<file path="src/rtl/inst_fetch_unit_if.sv">
// Instruction-fetch handshake between the pc unit, the fetch unit and the RAM byte port.
// The slave modport is the fetch unit's view; master is the pc/RAM side.
interface inst_fetch_unit_if #(
  parameter int ADDR_WIDTH = 32,
  parameter int INST_WIDTH = 32
);
  logic                  if_output_pc;
  logic [ADDR_WIDTH-1:0] pc_to_getInst;
  logic                  if_gotInst;
  logic [INST_WIDTH-1:0] inst_mem;
  logic                  if_jump;
  logic [7:0]            mem_din;
  logic [ADDR_WIDTH-1:0] mem_a;

  modport slave (
    input  if_output_pc, pc_to_getInst, if_jump, mem_din,
    output if_gotInst, inst_mem, mem_a
  );

  modport master (
    output if_output_pc, pc_to_getInst, if_jump, mem_din,
    input  if_gotInst, inst_mem, mem_a
  );
endinterface

</file>
<file path="src/rtl/inst_fetch_unit.sv">
// Fetch responder: reads four RAM bytes little-endian and returns one instruction with a done pulse.
// Optional direct-mapped instruction cache is compiled in with the ICACHE_EN macro.
module inst_fetch_unit #(
  parameter int ADDR_WIDTH = 32,
  parameter int INST_WIDTH = 32
`ifdef ICACHE_EN
  , parameter int ICACHE_LINES = 256
`endif
) (
  input logic             clk,
  input logic             rst,
  input logic             rdy,
  inst_fetch_unit_if.slave bus
);

  typedef enum logic [1:0] {
    IDLE = 2'd0,
    READ = 2'd1,
    HOLD = 2'd2
  } state_e;

  state_e                state_q, state_d;
  logic [ADDR_WIDTH-1:0] base_q, base_d;
  logic [ADDR_WIDTH-1:0] mem_a_q, mem_a_d;
  logic [1:0]            cnt_q, cnt_d;
  logic [23:0]           part_q, part_d;
  logic [INST_WIDTH-1:0] inst_q, inst_d;
  logic                  got_q, got_d;
  logic                  restart_q, restart_d;

`ifdef ICACHE_EN
  localparam int IDX_W = $clog2(ICACHE_LINES);
  localparam int TAG_W = ADDR_WIDTH - IDX_W - 2;

  logic [INST_WIDTH-1:0]   cdata_q [ICACHE_LINES];
  logic [TAG_W-1:0]        ctag_q  [ICACHE_LINES];
  logic [ICACHE_LINES-1:0] cvalid_q;
  logic [IDX_W-1:0]        look_idx_s, fill_idx_s;
  logic                    hit_s, fill_s;

  assign look_idx_s = bus.pc_to_getInst[IDX_W+1:2];
  assign fill_idx_s = base_q[IDX_W+1:2];
  // Misaligned addresses never hit, so they can never be served from a line.
  assign hit_s = cvalid_q[look_idx_s]
              && (ctag_q[look_idx_s] == bus.pc_to_getInst[ADDR_WIDTH-1:IDX_W+2])
              && (bus.pc_to_getInst[1:0] == 2'b00);

  always_ff @(posedge clk) begin
    if (!rst) begin
      cvalid_q <= '0;
    end else if (fill_s) begin
      cvalid_q[fill_idx_s] <= 1'b1;
    end
  end

  always_ff @(posedge clk) begin
    if (rst && fill_s) begin
      cdata_q[fill_idx_s] <= inst_d;
      ctag_q[fill_idx_s]  <= base_q[ADDR_WIDTH-1:IDX_W+2];
    end
  end
`endif

  always_comb begin
    state_d   = state_q;
    base_d    = base_q;
    mem_a_d   = mem_a_q;
    cnt_d     = cnt_q;
    part_d    = part_q;
    inst_d    = inst_q;
    got_d     = 1'b0;
    restart_d = restart_q;
`ifdef ICACHE_EN
    fill_s    = 1'b0;
`endif
    if (!rdy) begin
      // Frozen; a fetch interrupted mid-read is restarted from byte 0 on resume.
      if (state_q == READ) begin
        restart_d = 1'b1;
      end else begin
        restart_d = restart_q;
      end
    end else if (bus.if_jump) begin
      state_d   = IDLE;
      cnt_d     = 2'd0;
      part_d    = 24'd0;
      restart_d = 1'b0;
    end else if (restart_q) begin
      mem_a_d   = base_q;
      cnt_d     = 2'd0;
      part_d    = 24'd0;
      restart_d = 1'b0;
    end else begin
      case (state_q)
        IDLE: begin
          if (bus.if_output_pc) begin
            base_d = bus.pc_to_getInst;
`ifdef ICACHE_EN
            if (hit_s) begin
              inst_d  = cdata_q[look_idx_s];
              got_d   = 1'b1;
              state_d = HOLD;
            end else begin
              mem_a_d = bus.pc_to_getInst;
              cnt_d   = 2'd0;
              part_d  = 24'd0;
              state_d = READ;
            end
`else
            mem_a_d = bus.pc_to_getInst;
            cnt_d   = 2'd0;
            part_d  = 24'd0;
            state_d = READ;
`endif
          end else begin
            state_d = IDLE;
          end
        end
        READ: begin
          case (cnt_q)
            2'd0:    part_d[7:0]   = bus.mem_din;
            2'd1:    part_d[15:8]  = bus.mem_din;
            2'd2:    part_d[23:16] = bus.mem_din;
            default: part_d        = part_q;
          endcase
          if (cnt_q == 2'd3) begin
            inst_d  = {bus.mem_din, part_q};
            got_d   = 1'b1;
            state_d = HOLD;
`ifdef ICACHE_EN
            fill_s  = (base_q[1:0] == 2'b00);
`endif
          end else begin
            mem_a_d = base_q + ADDR_WIDTH'(cnt_q) + ADDR_WIDTH'(1);
            cnt_d   = cnt_q + 2'd1;
          end
        end
        HOLD: begin
          if (!bus.if_output_pc) begin
            state_d = IDLE;
          end else begin
            state_d = HOLD;
          end
        end
        default: begin
          state_d = IDLE;
        end
      endcase
    end
  end

  always_ff @(posedge clk) begin
    if (!rst) begin
      state_q   <= IDLE;
      base_q    <= '0;
      mem_a_q   <= '0;
      cnt_q     <= 2'd0;
      part_q    <= 24'd0;
      inst_q    <= '0;
      got_q     <= 1'b0;
      restart_q <= 1'b0;
    end else begin
      state_q   <= state_d;
      base_q    <= base_d;
      mem_a_q   <= mem_a_d;
      cnt_q     <= cnt_d;
      part_q    <= part_d;
      inst_q    <= inst_d;
      got_q     <= got_d;
      restart_q <= restart_d;
    end
  end

  assign bus.if_gotInst = got_q;
  assign bus.inst_mem   = inst_q;
  assign bus.mem_a      = mem_a_q;

endmodule

</file>
<file path="src/flat_wrapper.sv">
// flat-port wrapper written by rule: the top's interface ports become plain ports
module inst_fetch_unit_flat 
#(
  parameter int ADDR_WIDTH = 32,
  parameter int INST_WIDTH = 32

)
  (clk, rst, rdy, bus_if_output_pc, bus_pc_to_getInst, bus_if_jump, bus_mem_din, bus_if_gotInst, bus_inst_mem, bus_mem_a);
  inst_fetch_unit_if #(.ADDR_WIDTH(ADDR_WIDTH), .INST_WIDTH(INST_WIDTH)) bus_i ();
  input logic clk;
  input logic rst;
  input logic rdy;
  input wire logic [$bits(bus_i.if_output_pc)-1:0] bus_if_output_pc;
  input wire logic [$bits(bus_i.pc_to_getInst)-1:0] bus_pc_to_getInst;
  input wire logic [$bits(bus_i.if_jump)-1:0] bus_if_jump;
  input wire logic [$bits(bus_i.mem_din)-1:0] bus_mem_din;
  output wire logic [$bits(bus_i.if_gotInst)-1:0] bus_if_gotInst;
  output wire logic [$bits(bus_i.inst_mem)-1:0] bus_inst_mem;
  output wire logic [$bits(bus_i.mem_a)-1:0] bus_mem_a;
  assign bus_i.if_output_pc = bus_if_output_pc;
  assign bus_i.pc_to_getInst = bus_pc_to_getInst;
  assign bus_i.if_jump = bus_if_jump;
  assign bus_i.mem_din = bus_mem_din;
  assign bus_if_gotInst = bus_i.if_gotInst;
  assign bus_inst_mem = bus_i.inst_mem;
  assign bus_mem_a = bus_i.mem_a;
  inst_fetch_unit #(.ADDR_WIDTH(ADDR_WIDTH), .INST_WIDTH(INST_WIDTH)) u_core (.clk(clk), .rst(rst), .rdy(rdy), .bus(bus_i));
endmodule
</file>
<file path="config.mk">
export PLATFORM = sky130hd
export DESIGN_NAME = inst_fetch_unit_flat
export DESIGN_NICKNAME = d
export VERILOG_FILES = /design/src/rtl/inst_fetch_unit_if.sv /design/src/rtl/inst_fetch_unit.sv /design/src/flat_wrapper.sv
export SDC_FILE = /design/constraint.sdc
export NUM_CORES = 1
export LEC_CHECK = 0
export ABC_CLOCK_PERIOD_IN_PS = 3250
export CORE_MARGIN = 2
export CORE_UTILIZATION = 40
export DETAILED_ROUTE_END_ITERATION = 16
export PLACE_DENSITY = 0.73
export SKIP_LAST_GASP = 1
export SLEW_MARGIN = 40
export SYNTH_ARGS = -nofsm -noshare
export SYNTH_HDL_FRONTEND = slang
export SYNTH_SLANG_ARGS = --single-unit
</file>
<file path="constraint.sdc">
create_clock -name clk -period 3.25 [get_ports clk]
set_clock_uncertainty 0.1 [all_clocks]
set_input_delay 0.325 -clock clk [delete_from_list [all_inputs] [get_ports clk]]
set_output_delay 0.325 -clock clk [all_outputs]
set_load 0.03 [all_outputs]
</file>
Word-level counts from Yosys, hierarchy flattened
Cells that the tools add are included.

cells by class
  add/subtract/negate cells = 3
  eq/ne operators = 14
  muxes and demuxes = 23
  bitwise operators = 5
  reductions and logical operators = 14

operators with widths
  cell                                                    number
  two-way mux 32 bit                                      3
  two-way mux 24 bit                                      3
  case mux 32 bit (2 select lines)                        1
  case mux 24 bit (2 select lines)                        1
  adder 32 x 1 -> 32 bit (second input constant)          1
  adder 32 x 2 -> 32 bit                                  1
  two-way mux 8 bit                                       3
  inequality test 4 x 3 -> 1 bit (second input constant)  5
  two-way mux 2 bit                                       8
  AND reduction 4 bit                                     4
  AND reduction 5 bit                                     3
  == test 2 bit (second input constant)                   3
  inequality test 3 x 2 -> 1 bit (second input constant)  2
  case mux 2 bit (3 select lines)                         1
  inverter 1 bit                                          5
  OR reduction 5 bit                                      1
  == test 2 x 1 -> 1 bit (second input constant)          2
  logical NOT 2 bit                                       2
  case mux 2 bit (2 select lines)                         1
  nonzero test 4 bit                                      1
  inequality test 3 bit (second input constant)           1
  AND reduction 3 bit                                     1
  nonzero test 3 bit                                      1
  adder 2 x 1 -> 2 bit (second input constant)            1
  3 further kinds                                         4

storage, ports and cells
  bits in registers = 126
  bits of input ports = 45
  output and inout port bits = 65
  logic and storage cells = 69

Depth between registers and ports, before layout
Gate-level depths: netlist (run 1).

  depth in word-level cells = 5
  mapped depth = 9

Worst setup path before layout (run 1)
No wires, ideal clock.

  path type = register -> register
  start point = register u_core.cnt_q[0]
  end point = register u_core.mem_a_q[18], in the netlist u_core.bus.mem_a[18]
  arrival = 2.252 ns
  setup slack = 0.824 ns
  stages on the path, launching flop included = 9
  clock period less this slack = 2.426 ns
  cells stage by stage = dfxtp_1 -> inv_1 -> ha_1 -> fa_1 -> and4b_1 -> nand2_1 -> or2_1 -> or4_1 -> a31oi_1

on the way
  cells in the longest elaborated chain, start to end = 5
  elaborated cells between the ends (all ways) = 8

RTL lines
  item                              line                    source
  start: declaration                inst_fetch_unit.sv:25   logic [1:0] cnt_q, cnt_d;
  start signal: assignment          inst_fetch_unit.sv:166  cnt_q <= cnt_d;
  adder 32 x 2 -> 32 bit            inst_fetch_unit.sv:134  mem_a_d = base_q + ADDR_WIDTH'(cnt_q) + ADDR_WIDTH'(1);
  adder 32 x 1 -> 32 bit            inst_fetch_unit.sv:134
  two-way mux 32 bit                inst_fetch_unit.sv:126  if (cnt_q == 2'd3) begin
  case mux 32 bit (2 select lines)  inst_fetch_unit.sv:94   case (state_q)
  two-way mux 32 bit                inst_fetch_unit.sv:88   end else if (restart_q) begin
  end signal: assignment            inst_fetch_unit.sv:165  mem_a_q <= mem_a_d;
  end: declaration                  inst_fetch_unit.sv:24   logic [ADDR_WIDTH-1:0] mem_a_q, mem_a_d;

Several ways; a longest one is shown, not always the timed one. The select of a mux whose other input is x is not followed.
A chain may end at the register's enable or synchronous reset.

Worst setup path after layout (run 1)
  start point = register u_core.cnt_q[0]
  end point = register u_core.mem_a_q[16], in the netlist u_core.bus.mem_a[16]

The elaborated chain is that of the path after synthesis.

==> flow_summary.yaml, run 1 <==
status:
  outcome: "finished, final reports clean"
worst_setup_path:
  crit_family: "adder cells"
  start_kind: "flip-flop"
  worstReg2RegStart: "u_core.cnt_q[0]$_SDFFE_PN0P_"
  setup.worst_path.start: "u_core.cnt_q[0]$_SDFFE_PN0P_"
  required_ns: 3.46
  arrival_ns: 2.85
  cpPeakStageDelay_ns: 0.42
  cp_max_fo: 12
  worstPathBufferInverterCount: 2
  crit_chain: "inv_1, ha_1, fa_1, and4b_1, nand2_1, buf_4, o31a_2, o21ai_0, a31oi_1"
  end_kind: "flip-flop"
  critical_path_class: "reg2reg"
  slowest_stage: "fa_1"
sta:
  drv_slew: 0
  max_slew.worst_pin.slew_ns: 0.751
  period_needed_ns: 2.64
  max_freq_mhz: 379
  fin_tns_setup_ns: 0
  post-route-period-util_pct: 81.2
  finalHoldViolations: 0
  setup_violations: 0
  rsz0062_at_grt: "no"
  relSlewSlack_pct: 49.9
synthesis:
  netlist_instances: 731
  syn_area_um2: 6360
  ys_seq_elements: 126
  synth_flop_cell: "dfxtp_1"
  synthTopCellsByCount: "dfxtp_1, nand2_1, nor2b_1, mux2i_1, o21ai_0"
  synth_top_area_share_pct: 39.7
  syn_nets: 783
  synth.area.top_cells: "dfxtp_1, mux2i_1, nand2_1"
  ys_seq_area_share_pct: 39.7
  synthArstFlopShare_pct: 0
  synth_edf_count: 0
  yosysMostFrequentCell: "dfxtp_1"
  syn_area_per_cell_um2: 8.70
  synth_cell_types: 66
  yosys.area.top_type: "dfxtp_1"
  yosys_warnings: 0
cells_and_area:
  fillCellCount: 1441
  seq_area_um2: 2520
  antenna_cells: 0
  drive_gt1_share_pct: 9.29
  postLayoutCellArea_um2: 8200
  syn_to_final_growth_pct: 29.0
  multi_input_area_um2: 3520
  layout.nets: 868
power_and_ir_drop:
  sw_frac_of_total_pct: 24.0
  power_density_nw_per_um2: 493
  power_frac_seq_pct: 40.2
  irDropWorstVdd_v: 0.000384
  internal-power_mw: 3.07
  combPwrFrac_pct: 9.5
  p_leak_nw: 2.84
  clkPwrFrac_pct: 50.3
  switchingPower_mw: 0.971
die:
  rows: 46
  ioPinCount: 110
  fp.dieW_um: 130
  core_area_um2: 15700
  dieArea_um2: 16900
  floorplan.initialDensity_pct: 40.5
  fp.dieH_um: 130
global_routing:
  globalRouteMet1Util_pct: 28.7
  grt-ovfl-total: 0
  grt_pass1_wl_mm: 26.7
  grt_max_degree: 75
  grt.met2_usage_pct: 29.8
  first_global_vias: 5068
  antenna_found_initial: 0
  met3_usage_pct: 6.03
  track_usage_pct: 20.3
  grt.busiest_layer: "met2"
drt:
  viasPerCell: 5.25
  wl_mm: 16.8
  routedWlPerCell_um: 16.1
  drt_first_iter_violations: 441
  drcViolationCount: 0
  vias: 5485
  detail-route-antenna-nets: 0
  dr.pass1.iters: 5
placement:
  gp_congestion: 0.818
  placed_cell_area_um2: 7570
  io_buffer_count: 109
  hpwlAfterDp_mm: 11.3
flow_run:
  maxCapViolations: 0
min_path:
  hp-class: "in2reg"
  hp-start: "rst"
clock_tree:
  hold_buffers: 0
  cts.sinks: 126
  cts_buffer_depth: 2
  worstSkewPairLatency_ns: 0.43
  cts.htree.levels: 4
  post-cts-setup-buffer-count: 0
  postCtsResizedCells: 0
  cts-buffers-inserted: 17
  cts_tree: "built"
  cts.clk_slew.worst_paths_ns: 0.06
  cts_root_buffer: "clkbuf_16"
[logic make-up after synthesis]
family	after synthesis	synth area share, %
flops	126	39.7
compound gates	170	18.1
xor+xnor	12	1.65
fa+ha+maj	7	1.50
buf+inv	73	5.37
mux	59	9.29
simple gates	284	24.5
[metal layers]
| layer | up-vias | wire length [um] |
|---|---|---|
| li1 | 2726 | - |
| met1 | 2580 | 8110 |
| met2 | 159 | 7610 |
| met3 | 20 | 893 |
| met4 | 0 | 224 |
| met5 | - | 0 |
[worst reg2reg max path: cells and delay by family (launching register included)]
kind / cells / cell delay (ns)
AO/OA/AOI/OAI: 3 / 0.62
adder cells (fa/ha/maj): 2 / 0.66
flip-flops: 1 / 0.36
AND/OR/NAND/NOR: 2 / 0.47
buffers and inverters: 2 / 0.32
[final timing paths]
check / end / slack [ns] / depth (start not counted)
worst min-delay path: u_core.bus.mem_a[16]$_SDFFE_PN0P_ / 0.33 / 3
worst max register to register: u_core.bus.mem_a[16]$_SDFFE_PN0P_ / 0.61 / 9
worst max-delay path: u_core.bus.mem_a[16]$_SDFFE_PN0P_ / 0.61 / 9
worst min register to register: u_core.bus.inst_mem[30]$_SDFFE_PN0P_ / 0.35 / 2
[state kept, by name, summed over array words and instances, names as in the netlist]
| register | cells |
|---|---|
| u_core.bus.mem_a | 32 |
| u_core.cnt_q | 2 |
| u_core.bus.if_gotInst | 1 |
| u_core.restart_q | 1 |
| u_core.base_q | 32 |
| u_core.part_q | 24 |
| u_core.state_q | 2 |
| u_core.bus.inst_mem | 32 |
[power groups by stage]
stage	Sequential, mW	Clock, mW	Combinational [mW]
detailed placement	1.66	0	0.379
global route	1.63	2.14	0.412
global placement	1.66	0	0.376
finish	1.62	2.03	0.383
CTS	1.62	2.06	0.380
floorplan	1.69	0	0.190
[placed cells by master (no fill, tap or decap), types with 6 or more instances in the layout]
cell / count
a211oi_1: 6
a21boi_0: 26
a21boi_1: 9
a21oi_1: 14
a221oi_1: 6
a31oi_1: 6
and2_1: 9
and3_1: 8
buf_4: 17
clkbuf_16: 17
clkdlybuf4s50_1: 108
dfxtp_1: 126
ha_1: 6
inv_1: 13
mux2i_1: 59
nand2_1: 112
nand3_1: 13
nor2_1: 28
nor2b_1: 62
nor3_1: 7
nor4_2: 6
o21ai_0: 56
o22ai_1: 10
xnor2_1: 12
[final cells by class]
class                           count  share of cell area (%)
Clock buffer                       19                    5.40
Clock inverter                     13                    2.30
Inverter                           13                   0.595
Multi-Input combinational cell    532                    42.9
Sequential cell                   126                    30.7
Tap cell                          216                    3.29
Timing Repair Buffer              126                    14.8
[metrics by stage]
step,util (%),hold slack [ns],power [mW],cells,setup WS (ns)
2_1_floorplan,-,0.330,1.88,731,0.824
3_3_place_gp,48.2,0.342,2.03,1013,0.668
3_5_place_dp,48.2,0.344,2.04,1013,0.610
4_1_cts,52.2,0.299,4.06,1045,0.621
5_1_grt,52.2,0.341,4.18,1045,0.478
6_report,52.2,0.330,4.04,1045,0.610
Power figures use the tool's default switching activity.
==> run 2: changes to the inputs <==
- ABC_CLOCK_PERIOD_IN_PS: 3250 -> 2300
- PLACE_DENSITY: 0.73 -> 0.76
- clock period: 3.25 -> 2.3 ns (I/O delays scaled with it)
==> flow_summary.yaml, run 2 (synthesis gave the netlist of run 1 again) <==
clock_tree:
  cts.htree.levels: 4
  worstSkewPairLatency_ns: 0.42
  cts-buffers-inserted: 17
  cts_buffer_depth: 2
  cts_tree: "built"
  cts.sinks: 126
  cts.clk_slew.worst_paths_ns: 0.06
  cts_root_buffer: "clkbuf_16"
drt:
  vias: 5707
  drt_first_iter_violations: 369
  drcViolationCount: 0
  dr.pass1.iters: 5
  viasPerCell: 5.32
  routedWlPerCell_um: 16.5
  detail-route-antenna-nets: 0
  wl_mm: 17.7
die:
  rows: 46
  floorplan.initialDensity_pct: 40.5
  core_area_um2: 15700
  ioPinCount: 110
  dieArea_um2: 16900
  fp.dieH_um: 130
  fp.dieW_um: 130
cells_and_area:
  fillCellCount: 1362
  syn_to_final_growth_pct: 34.4
  utilization_pct: 54.4
  antenna_cells: 0
  layout.nets: 896
  layout_common_cells: "dfxtp_1, nand2_1, clkdlybuf4s50_1"
  drive_gt1_share_pct: 13.4
  final_common_cell: "dfxtp_1"
worst_setup_path:
  reg2reg_setup_slack_ns: -0.02
  r2r_cells: 8
  start_kind: "flip-flop"
  rr_endpoint: "u_core.bus.mem_a[18]$_SDFFE_PN0P_"
  end_kind: "flip-flop"
  required_ns: 2.54
  setup.worst_path.start: "u_core.cnt_q[0]$_SDFFE_PN0P_"
  worstReg2RegStart: "u_core.cnt_q[0]$_SDFFE_PN0P_"
  arrival_ns: 2.56
  critical_path_class: "reg2reg"
  critPathCapture: "u_core.bus.mem_a[18]$_SDFFE_PN0P_"
  cp_max_fo: 3
placement:
  io_buffer_count: 109
  hpwlAfterDp_mm: 11.6
  gp_congestion: 0.885
power_and_ir_drop:
  power_density_nw_per_um2: 685
  p_leak_nw: 3.08
  finalPower_mw: 5.85
  irDropWorstVdd_v: 0.000460
status:
  violations: "setup timing"
  outcome: "complete, but fails checks"
sta:
  finalHoldViolations: 0
  rsz0062_at_grt: "yes"
  setup_violations: 1
  fin_hold_ws_ns: 0.152
  relSlewSlack_pct: 55.5
  period_needed_ns: 2.32
  max_freq_mhz: 431
  worst_slack_ns: -0.0216
  post-route-period-util_pct: 101
  max_slew.worst_pin.slew_ns: 0.663
  drv_slew: 0
min_path:
  hp-class: "in2reg"
global_routing:
  grt_max_degree: 74
  grt_pass1_wl_mm: 27.9
  track_usage_pct: 20.9
  first_global_vias: 5409
  grt-ovfl-total: 0
  antenna_found_initial: 0
flow_run:
  maxCapViolations: 0
-- run 2: worst min path at each step --
stage | startpoint | endpoint | slack (ns) | depth (start not counted)
after detailed placement | u_core.part_q[21]$_SDFFE_PN0P_ | u_core.bus.inst_mem[21]$_SDFFE_PN0P_ | 0.35 | 2
after floorplan | bus_mem_din[0] | u_core.bus.inst_mem[24]$_SDFFE_PN0P_ | 0.26 | 2
final | rst | u_core.base_q[15]$_SDFFE_PN0P_ | 0.15 | 2
after CTS | rst | u_core.bus.mem_a[20]$_SDFFE_PN0P_ | 0.14 | 3
after global placement | u_core.bus.inst_mem[26]$_SDFFE_PN0P_ | u_core.bus.inst_mem[26]$_SDFFE_PN0P_ | 0.34 | 2
after global routing | rst | u_core.base_q[15]$_SDFFE_PN0P_ | 0.17 | 2
-- run 2: metrics by stage --
| step | instance area [um2] | std cells | TNS, ns | setup slack [ns] |
|---|---|---|---|---|
| after floorplan | 6370 | 731 | 0 | 0.00559 |
| after global placement | 7810 | 1039 | 0 | 0.0143 |
| after detailed placement | 7810 | 1039 | 0 | 0.000622 |
| after CTS | 8470 | 1071 | -0.0214 | -0.0214 |
| after global routing | 8550 | 1072 | -0.415 | -0.0847 |
| final | 8550 | 1072 | -0.0216 | -0.0216 |
-- run 2: cell type report --
class	count	area [um2]	share of cell area, %
multi-input cells	532	3590	41.9
well taps	216	270	3.16
inverters	13	48.8	0.571
repair buffers	154	1470	17.1
flip-flops and latches	126	2520	29.5
clock inverters	13	214	2.50
clock buffers	18	439	5.14
-- run 2: power breakdown --
group	switching (mW)	internal [mW]	leakage, nW	total [mW]
Clock	1.03	1.95	0.313	2.98
Sequential	0.0562	2.24	1.02	2.29
Combinational	0.297	0.278	1.75	0.575
-- run 2: timing repair --
action	in CTS	in global routing
hold buffers	0	0
gates resized for setup	2	13
setup buffers	1	1
gates cloned	0	0
pin swaps	2	2
setup endpoints to repair	3	14
-- run 2: critical path, stage by stage, from the launching register on --
cell and delay, ns:
dfxtp_2 0.33, inv_2 0.05, ha_4 0.16, fa_2 0.36
and4b_1 0.30, nand2_2 0.11, or2_1 0.25, or4_1 0.42
a31oi_1 0.18
-- run 2: routing by layer --
| layer | GRT usage, % | up-vias | wire length (um) |
|---|---|---|---|
| met3 | 4.55 | 33 | 1100 |
| met5 | 0 | - | 0 |
| met4 | 8.86 | 0 | 424 |
| met2 | 31.8 | 196 | 8010 |
| met1 | 28.7 | 2696 | 8140 |
| li1 | - | 2782 | - |
==> run 3: changes to the inputs <==
- TNS_END_PERCENT: default -> 50
==> flow_summary.yaml, run 3 (synthesis gave the netlist of run 1 again) <==
drt:
  detail-route-antenna-nets: 0
  dr.pass1.iters: 4
  wl_mm: 17.6
  routedWlPerCell_um: 16.4
  drt_first_iter_violations: 367
  vias: 5640
  viasPerCell: 5.26
  drcViolationCount: 0
clock_tree:
  cts-buffers-inserted: 17
  worstSkewPairLatency_ns: 0.42
  cts_buffer_depth: 2
  cts.htree.levels: 4
  hold_buffers: 0
  cts.sinks: 126
  cts_tree: "built"
  cts.clk_slew.worst_paths_ns: 0.06
  cts_root_buffer: "clkbuf_16"
worst_setup_path:
  end_kind: "flip-flop"
  cp_max_fo: 3
  worstReg2RegStart: "u_core.base_q[0]$_SDFFE_PN0P_"
  critical_path_class: "reg2reg"
  setup.worst_path.start: "u_core.base_q[0]$_SDFFE_PN0P_"
  r2r_cells: 8
  start_kind: "flip-flop"
  arrival_ns: 2.56
  reg2reg_setup_slack_ns: -0.02
  rr_endpoint: "u_core.bus.mem_a[18]$_SDFFE_PN0P_"
  required_ns: 2.55
  critPathCapture: "u_core.bus.mem_a[18]$_SDFFE_PN0P_"
cells_and_area:
  antenna_cells: 0
  layout_common_cells: "dfxtp_1, nand2_1, clkdlybuf4s50_1"
  postLayoutCellArea_um2: 8530
  drive_gt1_share_pct: 13.4
  layout.nets: 896
  instances_no_fill: 1072
  fillCellCount: 1367
  final_common_cell: "dfxtp_1"
  syn_to_final_growth_pct: 34.1
global_routing:
  antenna_found_initial: 0
  grt_max_degree: 74
  track_usage_pct: 20.9
  grt-ovfl-total: 0
  grt_pass1_wl_mm: 27.9
  first_global_vias: 5409
sta:
  drv_slew: 0
  max_slew.worst_pin.slew_ns: 0.697
  worst_slack_ns: -0.0163
  max_freq_mhz: 432
  period_needed_ns: 2.32
  post-route-period-util_pct: 101
  finalHoldViolations: 0
  relSlewSlack_pct: 53.2
  setup_violations: 1
  rsz0062_at_grt: "yes"
status:
  outcome: "complete, but fails checks"
  violations: "setup timing"
placement:
  placed_cell_area_um2: 7810
  preCtsSetupSlack_ns: 0.000622
  io_buffer_count: 109
  hpwlAfterDp_mm: 11.6
  gp_congestion: 0.885
  dp_cells: 1039
power_and_ir_drop:
  finalPower_mw: 5.86
  power_density_nw_per_um2: 686
  irDropWorstVdd_v: 0.000468
  p_leak_nw: 3.05
die:
  fp.dieW_um: 130
  fp.dieH_um: 130
  floorplan.initialDensity_pct: 40.5
  core_area_um2: 15700
  dieArea_um2: 16900
  ioPinCount: 110
  rows: 46
min_path:
  hp-class: "in2reg"
flow_run:
  maxCapViolations: 0
==> run 3: cell counts in the layout (fill, tap and decap cells not counted) <==
Identical to the previous run, type by type.
==> run 3: critical path: stages, from the launching register on <==
cell and delay, ns:
dfxtp_2 0.33, inv_2 0.04, ha_4 0.15, fa_2 0.36
and4b_1 0.30, nand2_2 0.10, or2_1 0.25, or4_1 0.42
a31oi_1 0.18
==> run 3: worst min-delay path by stage <==
stage,cells past startpoint,to,start,slack (ns)
after floorplan,2,u_core.bus.inst_mem[24]$_SDFFE_PN0P_,bus_mem_din[0],0.26
after global placement,2,u_core.bus.inst_mem[26]$_SDFFE_PN0P_,u_core.bus.inst_mem[26]$_SDFFE_PN0P_,0.34
after detailed placement,2,u_core.bus.inst_mem[21]$_SDFFE_PN0P_,u_core.part_q[21]$_SDFFE_PN0P_,0.35
after CTS,3,u_core.bus.mem_a[20]$_SDFFE_PN0P_,rst,0.14
after global routing,2,u_core.base_q[15]$_SDFFE_PN0P_,rst,0.17
final,2,u_core.base_q[15]$_SDFFE_PN0P_,rst,0.15
==> run 3: through the flow <==
| step | utilization, % | hold slack [ns] | setup TNS [ns] |
|---|---|---|---|
| after floorplan | - | 0.265 | 0 |
| after global placement | 49.7 | 0.343 | 0 |
| after detailed placement | 49.7 | 0.347 | 0 |
| after CTS | 53.9 | 0.139 | -0.0214 |
| after global routing | 54.3 | 0.169 | -0.412 |
| final | 54.3 | 0.148 | -0.0163 |
==> run 3: layer usage <==
metal,GRT usage [%],part of all wire (%),up-vias,wire [um]
met4,8.86,2.4,0,415
met1,28.7,47,2638,8230
met2,31.8,45,197,7950
li1,-,-,2773,-
met5,0,0,-,0
met3,4.55,5.6,32,982
==> run 3: final cells by class <==
type / count / area [um2] / area share (%)
multi-input cells: 532 / 3570 / 41.8
flip-flops and latches: 126 / 2520 / 29.6
repair buffers: 154 / 1470 / 17.2
clock buffers: 18 / 439 / 5.15
well taps: 216 / 270 / 3.17
clock inverters: 13 / 214 / 2.51
inverters: 13 / 48.8 / 0.572
==> run 3: what timing repair did <==
item                                    4_1_cts  5_1_grt
pin swaps                                     2        2
resized for setup                             2       11
endpoints found under the setup margin        3       14
buffers inserted                              1        1
==> run 3: power by group <==
group	leakage (nW)	switching [mW]	internal [mW]	total, mW
sequential	1.02	0.0559	2.24	2.29
combinational	1.71	0.297	0.278	0.575
clock	0.313	1.03	1.95	2.99
total	3.05	1.39	4.47	5.86
